--- config.mk ---
export PLATFORM = sky130hd
export DESIGN_NAME = shared_reg_arbiter
export DESIGN_NICKNAME = d
export VERILOG_FILES = /design/src/rtl/shared_reg_arbiter.sv
export SDC_FILE = /design/constraint.sdc
export NUM_CORES = 1
export LEC_CHECK = 0
export ABC_CLOCK_PERIOD_IN_PS = 2500
export CORE_AREA = 10 10 50 90
export CTS_CLUSTER_DIAMETER = 100
export DETAILED_ROUTE_END_ITERATION = 8
export DIE_AREA = 0 0 60 100
export PLACE_DENSITY = 0.81
export SYNTH_ARGS = -nofsm -noshare
export SYNTH_HDL_FRONTEND = slang
export SYNTH_SLANG_ARGS = --single-unit
--- constraint.sdc ---
create_clock -name clk -period 2.5 [get_ports clk]
set_input_delay 0.625 -clock clk [delete_from_list [all_inputs] [get_ports clk]]
set_output_delay 0.625 -clock clk [all_outputs]
set_load 0.05 [all_outputs]
--- src/rtl/shared_reg_arbiter.sv ---
// Round-robin arbiter and write sequencer for one shared WIDTH-bit register.
// One owner at a time, registered one-hot grant, locked ownership capped at HOLD_MAX cycles.
module shared_reg_arbiter #(
    parameter int N        = 4,
    parameter int WIDTH    = 8,
    parameter int HOLD_MAX = 4
) (
    input  logic                   clk,
    input  logic                   rst,
    input  logic [N-1:0]           req,
    input  logic [N-1:0]           lock,
    input  logic [N*WIDTH-1:0]     wdata,
    output logic [N-1:0]           gnt,
    output logic [$clog2(N)-1:0]   owner,
    output logic                   busy,
    output logic [WIDTH-1:0]       q
);

    localparam int             OW       = $clog2(N);
    localparam logic [OW:0]    NW       = (OW+1)'(N);
    localparam logic [3:0]     HOLD_CNT = 4'(HOLD_MAX);

    localparam logic [0:0]     ST_IDLE  = 1'b0;
    localparam logic [0:0]     ST_OWN   = 1'b1;

    logic [0:0]        r_state;
    logic [N-1:0]      r_gnt;
    logic [OW-1:0]     r_owner;
    logic [OW-1:0]     r_ptr;
    logic [3:0]        r_cnt;
    logic [WIDTH-1:0]  r_q;

    logic [OW:0]       w_sum [N];
    logic [OW-1:0]     w_idx [N];
    logic [WIDTH-1:0]  w_slot [N];
    logic [N-1:0]      w_win_oh;
    logic [OW-1:0]     w_winner;
    logic              w_any;
    logic [OW:0]       w_wp1;
    logic [OW-1:0]     w_ptr_next;
    logic              w_owner_req;
    logic              w_owner_lock;
    logic [WIDTH-1:0]  w_owner_data;
    logic              w_keep;

    // Candidate index for each priority slot: (ptr + gi) mod N, done without a divider.
    genvar gi;
    generate
        for (gi = 0; gi < N; gi++) begin : g_slot
            assign w_sum[gi]    = {1'b0, r_ptr} + (OW+1)'(gi);
            assign w_idx[gi]    = (w_sum[gi] >= NW) ? OW'(w_sum[gi] - NW) : OW'(w_sum[gi]);
            assign w_slot[gi]   = wdata[gi*WIDTH +: WIDTH];
            assign w_win_oh[gi] = (w_winner == OW'(gi));
        end
    endgenerate

    // Scan from lowest priority upwards so the slot nearest ptr overrides the rest.
    always_comb begin
        w_winner = '0;
        for (int k = N-1; k >= 0; k--) begin
            if (req[w_idx[k]]) begin
                w_winner = w_idx[k];
            end
        end
    end

    assign w_any        = |req;
    assign w_wp1        = {1'b0, w_winner} + {{OW{1'b0}}, 1'b1};
    assign w_ptr_next   = (w_wp1 >= NW) ? '0 : w_wp1[OW-1:0];
    assign w_owner_req  = req[r_owner];
    assign w_owner_lock = lock[r_owner];
    assign w_owner_data = w_slot[r_owner];
    assign w_keep       = w_owner_req && w_owner_lock && (r_cnt < HOLD_CNT);

    always_ff @(posedge clk) begin
        if (!rst) begin
            r_state <= ST_IDLE;
            r_gnt   <= '0;
            r_owner <= '0;
            r_ptr   <= '0;
            r_cnt   <= '0;
            r_q     <= '0;
        end else begin
            case (r_state)
                ST_IDLE: begin
                    if (w_any) begin
                        r_gnt   <= w_win_oh;
                        r_owner <= w_winner;
                        r_ptr   <= w_ptr_next;
                        r_cnt   <= 4'd1;
                        r_state <= ST_OWN;
                    end
                end
                ST_OWN: begin
                    if (w_owner_req) begin
                        r_q <= w_owner_data;
                    end
                    // Handover loads the next owner directly, so the grant never idles in between.
                    if (w_keep) begin
                        r_cnt <= r_cnt + 4'd1;
                    end else if (w_any) begin
                        r_gnt   <= w_win_oh;
                        r_owner <= w_winner;
                        r_ptr   <= w_ptr_next;
                        r_cnt   <= 4'd1;
                    end else begin
                        r_gnt   <= '0;
                        r_state <= ST_IDLE;
                    end
                end
                default: begin
                    r_state <= ST_IDLE;
                end
            endcase
        end
    end

    assign gnt   = r_gnt;
    assign owner = r_owner;
    assign busy  = (r_state == ST_OWN);
    assign q     = r_q;

endmodule
; Word-level counts from Yosys, hierarchy flattened
; Cells that the tools add are included.
[op_classes]
n_addsub = 9
reduce_logical = 6
n_lt_le_gt_ge = 12
n_mux = 40
bitwise = 2
eq_ne = 5
[op_table]
columns = operator, count
row1 = $mux 2, 13
row2 = $mux 4, 5
row3 = $bmux 8 s2, 1
row4 = $mux 8, 2
row5 = $pmux 4 s2, 2
row6 = $ge 3x3->1 const B, 5
row7 = $lt 2x3->1 const B, 5
row8 = $bmux 1 s2, 6
row9 = $mux 1, 8
row10 = $pmux 2 s2, 2
row11 = $sub 2x1->2 const B, 4
row12 = $add 2x1->3 const B, 2
row13 = $add 2x2->3 const B, 2
row14 = $add 4x1->4 const B, 1
row15 = $eq 2x2->1 const B, 2
row16 = $lt 4x3->1 const B, 1
row17 = $ne 2x2->1 const B, 2
row18 = $reduce_and 2->1, 2
row19 = $reduce_or 4->1, 1
row20 = $ge 2x3->1 const B, 1
row21 = $not 2->3, 1
row22 = $eq 2x1->1 const B, 1
row23 = $logic_and 1x1->1, 2
row24 = $logic_not 2->1, 1
row25 = other kinds (2), 2
[word_totals]
output_inout_bits = 15
ff_bits = 21

; Longest topological paths before layout
; Gate-level depths: netlist (run 1).
[depth]
depth_word = 15
ltp_mapped = 8

; Worst setup path after synthesis (run 1)
; No wires, ideal clock.
[synth_timing]
kind = register to register
start = reg r_owner[1] (netlist: owner[1])
end = reg r_ptr[0]
path_buffers = 3
period_less_slack_ps = 1783
path_stages_with_launch = 9
slack_ps = 717
setup_ps = 114
arrival_ps = 1669
cell_sequence = dfxtp_1 buf_4 nand2_2 o22ai_1 buf_6 a21oi_2 buf_6 nor2_2 nor2_2
[synth_between]
elab_chain_len = 5
elab_cells_between_ends = 7
[synth_rtl]
columns = element, line_no
row1 = start: declaration, 28  ; logic [OW-1:0] r_owner;
row2 = start signal: assignment, 88  ; r_owner <= w_winner;
row3 = start signal: assignment, 103  ; r_owner <= w_winner;
row4 = $bmux 1 s2 (on tied branches), "70, 71"
row5 = $mux 1 (on tied branches), "70, 71"
row6 = $logic_and 1x1->1 * (2 in series), 73  ; assign w_keep = w_owner_req && w_owner_lock && (r_cnt < HOLD_CNT);
row7 = $ne 2x2->1 (no source line) *, n/a
row8 = end signal: assignment, 89  ; r_ptr <= w_ptr_next;
row9 = end signal: assignment, 104  ; r_ptr <= w_ptr_next;
row10 = end: declaration, 29  ; logic [OW-1:0] r_ptr;
; Mark *: on every way between the ends. The rest lies on a longest branch, timed or not. The select of a mux whose other input is x is not followed.
; A chain may end at the register's enable or synchronous reset.

; Worst setup path in the final report (run 1)
[layout_timing]
start = in req[1]
end = reg r_gnt[2] (netlist: gnt[2])
[layout_between]
elab_chain_len = 10
elab_cells_between_ends = 25
[layout_rtl]
columns = element, line_no
row1 = start: declaration, 10  ; input logic [N-1:0] req,
row2 = $bmux 1 s2, 61  ; if (req[w_idx[k]]) begin
row3 = $mux 1 (not written as such), 61
row4 = $mux 2 (4 in series), 61
row5 = $eq 2x2->1, 53  ; assign w_win_oh[gi] = (w_winner == OW'(gi));
row6 = $mux 4, 101  ; end else if (w_any) begin
row7 = $mux 4, 99  ; if (w_keep) begin
row8 = $pmux 4 s2, 84  ; case (r_state)
row9 = end signal: assignment, 87  ; r_gnt <= w_win_oh;
row10 = end signal: assignment, 102  ; r_gnt <= w_win_oh;
row11 = end: declaration, 27  ; logic [N-1:0] r_gnt;
; Several ways; a longest one is shown, not always the timed one. The select of a mux whose other input is x is not followed.

==> results of run 1 <==
==> power by group <==
group	total [W]	leakage (nW)	switching, W	internal [W]
clock	0.000221	0.0228	0.000107	0.000114
sequential	0.000408	0.172	0.0000291	0.000379
combinational	0.000558	0.518	0.000301	0.000257
total	0.00119	0.713	0.000437	0.000750
==> cell families after synthesis <==
| family | share of synthesized area, % |
|---|---|
| multiplexers | 23.0 |
| adder cells (fa/ha/maj) | 4.78 |
| AND/OR/NAND/NOR | 21.6 |
| AO/OA/AOI/OAI | 11.5 |
| buffers and inverters | 6.99 |
| flip-flops | 32.2 |
==> placed cells by master (no fill, tap or decap), types with 3 or more instances in the layout <==
master	count
nand3_2	6
inv_1	4
nor2b_1	12
mux2i_1	12
clkdlybuf4s50_1	55
ha_1	5
mux4_2	8
nand2_1	8
dfxtp_1	21
buf_4	5
nand2b_1	3
o21ai_2	6
o22ai_1	3
clkbuf_8	3
==> per-layer routing <==
metal	track usage [%]	vias up	part of all wire [%]
met2	19.1	54	46
met4	4.17	0	1.3
li1	-	547	-
met5	0	-	0
met3	5.56	4	14
met1	13.1	503	39
==> how the worst min path moves through the flow <==
stage,end,startpoint,slack (ns)
floorplan,r_cnt[3],r_cnt[3],0.46
global placement,gnt[3],gnt[3],0.45
detailed placement,gnt[3],gnt[3],0.45
CTS,gnt[1],gnt[1],0.47
global route,owner[0],owner[0],0.48
finish,gnt[3],gnt[3],0.47
==> metrics by stage <==
stage,total power [W],worst slack (ns)
floorplan,0.000814,0.717
global placement,0.000961,0.107
detailed placement,0.000978,0.0345
CTS,0.00120,0.295
global route,0.00125,0.144
finish,0.00119,0.288
==> final cells by class <==
cell class	count	share of cell area, %
clock buffers	4	2.37
inverters	4	0.789
multi-input cells	87	41.8
flip-flops and latches	21	22.1
well taps	31	2.04
repair buffers	60	30.9
==> sequential cells by signal, summed over array words and instances (netlist names) <==
name   count
r_cnt      4
q          8
r_ptr      2
busy       1
gnt        4
owner      2
==> worst register-to-register path, cell delays in order, from the launching register on <==
cell,delay [ns]
dfxtp_1,0.33
buf_4,0.25
mux2i_1,0.25
o22ai_1,0.14
a21oi_2,0.61
nand3_1,0.16
o21ai_1,0.11
==> metrics.md, run 1 <==
| Metric | Value |
|---|---|
| Global route overflow | 0 |
| Largest area contributor in the netlist | dfxtp_1 |
| WL/cell | ~17 um |
| Slew Viols, Final | 0 |
| Share of the synthesized area in the top cell type | 32.2% |
| Antenna Violating Nets Remaining | 0 |
| Vias in the first global route | 1165 |
| WHS | 0.466 ns |
| Status | completed |
| Worst Skew | 0.00401 ns |
| Setup TNS | 0 ns |
| Clk sink count | 21 |
| Crit end category | flip-flop |
| Chip height | 100 um |
| Post-synthesis sequential area ratio | 32.2% |
| CP Class | input pin to flip-flop |
| Gr usage total | about an eighth |
| Seq. cell area | 420 um^2 |
| Setup crit start | req[1] |
| Hold path cells | 2 |
| Share of layout cells above drive strength 1 | between 15 and 20% |
| Core area | approximately 3100 um^2 |
| Flops & latches, synth | 21 |
| DRT Wirelength | 3610 um |
| Req. time, crit path | 2.69 ns |
| Via count | 1108 |
| First-pass GRT wire length | 5730 um |
| Post-Syn Instances | 120 |
| Ys async rst share | 0% |
| Worst R2R Path Depth | 6 |
| Synth top area cells | dfxtp_1, mux4_2, mux2i_1 |
| Reg-to-reg slack, setup | 0.58 ns |
| Synth cell count leaders | dfxtp_1, mux2i_1, nor2b_1, mux4_2, nand2_1 |
| Area Growth Syn to Fin | 45.6% |
| Row count | 29 |
| Via-to-Cell Ratio | between 5 and 6 |
| Hold Path Class | flip-flop to flip-flop |
| Reg2reg end | gnt[2] |
| DIE AREA | 6000 um^2 |
| Worst-path clk slew | 0.07 ns |
| Min Clock Period, post-route | roughly 2.2 ns |
| FILL cells | about 260 |
| Pwr dens | ~620 nW/um^2 |
| Final instance area | 1900 um^2 |
| Post-synth net total | 167 |
| WP data arrival | around 2.4 ns |
| Distinct cells, synth | 33 |
| Die width | roughly 60 um |
| Hold buffer count at CTS | 0 |
| Nets | about 220 |
| Input/output buffers | 56 |
| DP HPWL | 3010 um |
| Number of DRC markers in iteration 0 | 13 |
| Peak supply drop | 0.421 mV |
| Startpoint Class | input pin |
| Final hold viol count | 0 |
| Area of the multi-input gates | 796 um^2 |
| Worst reg2reg path startpoint | owner[0] |
| Post-synth top flop | dfxtp_1 |
| Syn_area_per_cell | 10.9 um^2 |
| Effective utilization at floorplan | 41.9% |
| CP cell instances | clkdlybuf4s50_1 > mux2i_1 > o22ai_1 > a21oi_2 > nand3_1 > o21ai_1 |
| RSZ-0062 raised after global routing | no |
| Delay-heaviest family, CP | compound AO/OA/AOI/OAI gates |
| Pleak | 0.713 nW |
| CP max stage delay | 0.61 ns |
| CTS tree | built |
| Num CTS Buffers | 3 |
| Crit path to | gnt[2] |
| H-tree levels | 1 |
| Remaining DRCs | 0 |
| Slew margin rel. | 51.4% |
| Slowest CP cell | a21oi_2 |
| Dpl cells | 203 |
| Initial DRT Pass Iterations | 2 |
| Worst slew pin tran | 0.728 ns |
| Clk buf depth | 2 |
| Synth warnings | 0 |
| # IOs | 57 |
| Count of final setup violators | 0 |
| Max_cap viols | 0 |
| Post-route insts no fill | 207 |
| Final worst-path cycle share | approximately nine tenths |
| CTS root buffer | clkbuf_8 |
| Setup Buffers After CTS | 0 |
| EDFF count, synth | 0 |
| Worst-Skew Late Latency | 0.26 ns |
| Largest net degree at the start of global routing | 29 |
| RD Place Congestion | between 0.7 and 0.8 |
| # diodes | 0 |
| Top-count cell post-synth | dfxtp_1 |
| Placed Area | 1860 um^2 |
| Crit-path max FO | 11 |
| Post-layout util | 61.0% |
| Initial antenna violation count | 0 |
| WP depth | 6 |
| CTS resizes | 0 |
| Fmax | ~450 MHz |
| Bufs and invs on worst path | 1 |
| Post-Syn Area | 1310 um^2 |
(Power assumes the default switching activity.)
==> run 2, diff against run 1 <==
- ABC_AREA: not set -> 1
- CTS_CLUSTER_SIZE: not set -> 14
- PLACE_DENSITY: 0.81 -> 0.82
==> metrics.md, run 2 <==
| Metric | Value |
|---|---|
| First-pass GRT wire length | 6890 um |
| Max FFs per register | 8 |
| Most frequent cells in the layout | clkdlybuf4s50_1, nor2_1, nand2_1 |
| DIE AREA | 6000 um^2 |
| Final worst-path cycle share | 84.8% |
| DRT Wirelength | around 4000 um |
| Via count | 1516 |
| Post-synth net total | about 250 |
| Effective utilization at floorplan | 43.4% |
| Hold buffer count at CTS | 0 |
| Input/output buffers | 56 |
| Initial DRT Pass Iterations | 6 |
| Number of DRC markers in iteration 0 | 29 |
| Synth cell count leaders | nor2_1, nand2_1, o21ai_0, dfxtp_1, nand3_1 |
| Nets | 311 |
| CP Class | input pin to flip-flop |
| Die width | 60 um |
| Gr usage total | 14.1% |
| Distinct cells, synth | 28 |
| Num CTS Buffers | 3 |
| Core area | 3120 um^2 |
| Worst-Skew Late Latency | 0.26 ns |
| Status | completed |
| Via-to-Cell Ratio | 5.16 |
| CTS resizes | 0 |
| Startpoint Class | input pin |
| Crit end category | flip-flop |
| Post-synthesis sequential area ratio | 31.1% |
| Crit-path max FO | 5 |
| Vias in the first global route | 1573 |
| Share of the synthesized area in the top cell type | 31.1% |
| Hold Path Class | flip-flop to flip-flop |
| Slew margin rel. | 64.5% |
| Post-Syn Instances | around 200 |
| Clk sink count | 21 |
| Slew Viols, Final | 0 |
| Worst-path clk slew | 0.08 ns |
| WL/cell | 13.8 um |
| Max_cap viols | 0 |
| CTS root buffer | clkbuf_8 |
| DP HPWL | 3500 um |
| Post-synth top flop | dfxtp_1 |
| Count of final setup violators | 0 |
| Global route overflow | 0 |
| Synth warnings | 0 |
| RD Place Congestion | between 0.8 and 0.9 |
| FILL cells | 274 |
| Synth top area cells | dfxtp_1, nor2_1, nand2_1 |
| Min Clock Period, post-route | 2.12 ns |
| Pwr Total | 0.00225 W |
| Ys async rst share | 0% |
| Setup TNS | 0 ns |
| Antenna Violating Nets Remaining | 0 |
| Flops & latches, synth | 21 |
| Pwr dens | 1140 nW/um^2 |
| Largest area contributor in the netlist | dfxtp_1 |
| Req. time, crit path | 2.66 ns |
| # IOs | 57 |
| CTS tree | built |
| Worst slew pin tran | 0.531 ns |
| Peak supply drop | 0.732 mV |
| Largest net degree at the start of global routing | 20 |
| # diodes | 0 |
| EDFF count, synth | 0 |
| Chip height | 100 um |
| WP data arrival | 2.28 ns |
| RSZ-0062 raised after global routing | no |
| Final hold viol count | 0 |
| Clk buf depth | 2 |
| Pleak | about 0.85 nW |
| Setup Buffers After CTS | 0 |
| Top-count cell post-synth | nor2_1 |
| Post-Syn Area | 1350 um^2 |
| Remaining DRCs | 0 |
| Share of layout cells above drive strength 1 | 9.51% |
| Row count | 29 |
| H-tree levels | 1 |
| Commonest non-fill, non-tap cell in the layout | clkdlybuf4s50_1 |
| Initial antenna violation count | 0 |
| Worst Skew | a little over 0.002 ns |
| Syn_area_per_cell | 6.57 um^2 |
| Fmax | 472 MHz |
| Area Growth Syn to Fin | 46.1% |
[run 2: area by class of cell]
type                    instances  area [um^2]  share of cell area (%)
multi-input cells             161          817                    41.3
well taps                      31         38.8                    1.96
inverters                      16         60.1                    3.04
clock inverters                 1         5.00                   0.253
repair buffers                 61          596                    30.1
flip-flops and latches         21          420                    21.3
clock buffers                   3         41.3                    2.09
[run 2: critical path: stages]
cell and delay, ns:
clkdlybuf4s50_1 0.45, inv_1 0.07, o21ai_0 0.20, nand2_1 0.10, nand3_1 0.11, nand2_1 0.05, nand2_1 0.05, nand2_1 0.12
ha_1 0.32, o21ai_1 0.13, nor2_1 0.05
[run 2: logic make-up (layout without fill, tap and decap cells)]
logic type | count (synthesis) | after routing | share of synthesized area, %
AOI/OAI and AO/OA | 47 | 47 | 19.6
adders and majority gates | 5 | 5 | 4.62
buffers and inverters | 24 | 81 | 8.59
DFF | 21 | 21 | 31.1
and+or+nand+nor | 109 | 109 | 36.1
[run 2: layer usage]
layer	vias to the layer above	wire (um)	track usage, %
li1	793	-	-
met1	676	1230	11.6
met2	42	2500	29.0
met3	5	266	3.67
met4	0	59	4.17
met5	-	0	0
[run 2: through the flow]
| stage | setup slack [ns] | utilization [%] | instances | instance area (um^2) | hold WS (ns) |
|---|---|---|---|---|---|
| 2_1_floorplan | 0.695 | - | 206 | 1350 | 0.419 |
| 3_3_place_gp | 0.147 | 61.9 | 290 | 1930 | 0.431 |
| 3_5_place_dp | 0.0932 | 61.9 | 290 | 1930 | 0.437 |
| 4_1_cts | 0.366 | 63.4 | 294 | 1980 | 0.449 |
| 5_1_grt | 0.165 | 63.4 | 294 | 1980 | 0.471 |
| 6_report | 0.380 | 63.4 | 294 | 1980 | 0.451 |
[run 2: worst paths after layout]
path              cells past startpoint  slack [ns]        to     start
hold reg to reg                       2        0.45  r_cnt[3]  r_cnt[3]
hold / removal                        2        0.45  r_cnt[3]  r_cnt[3]
setup / recovery                     11        0.38  r_ptr[1]    req[3]
setup reg to reg                      7        0.67      q[7]  owner[0]
[run 2: report_power, final]
part	switching [W]	internal, W
sequential	0.0000986	0.000442
clock	0.000111	0.000111
combinational	0.000960	0.000528
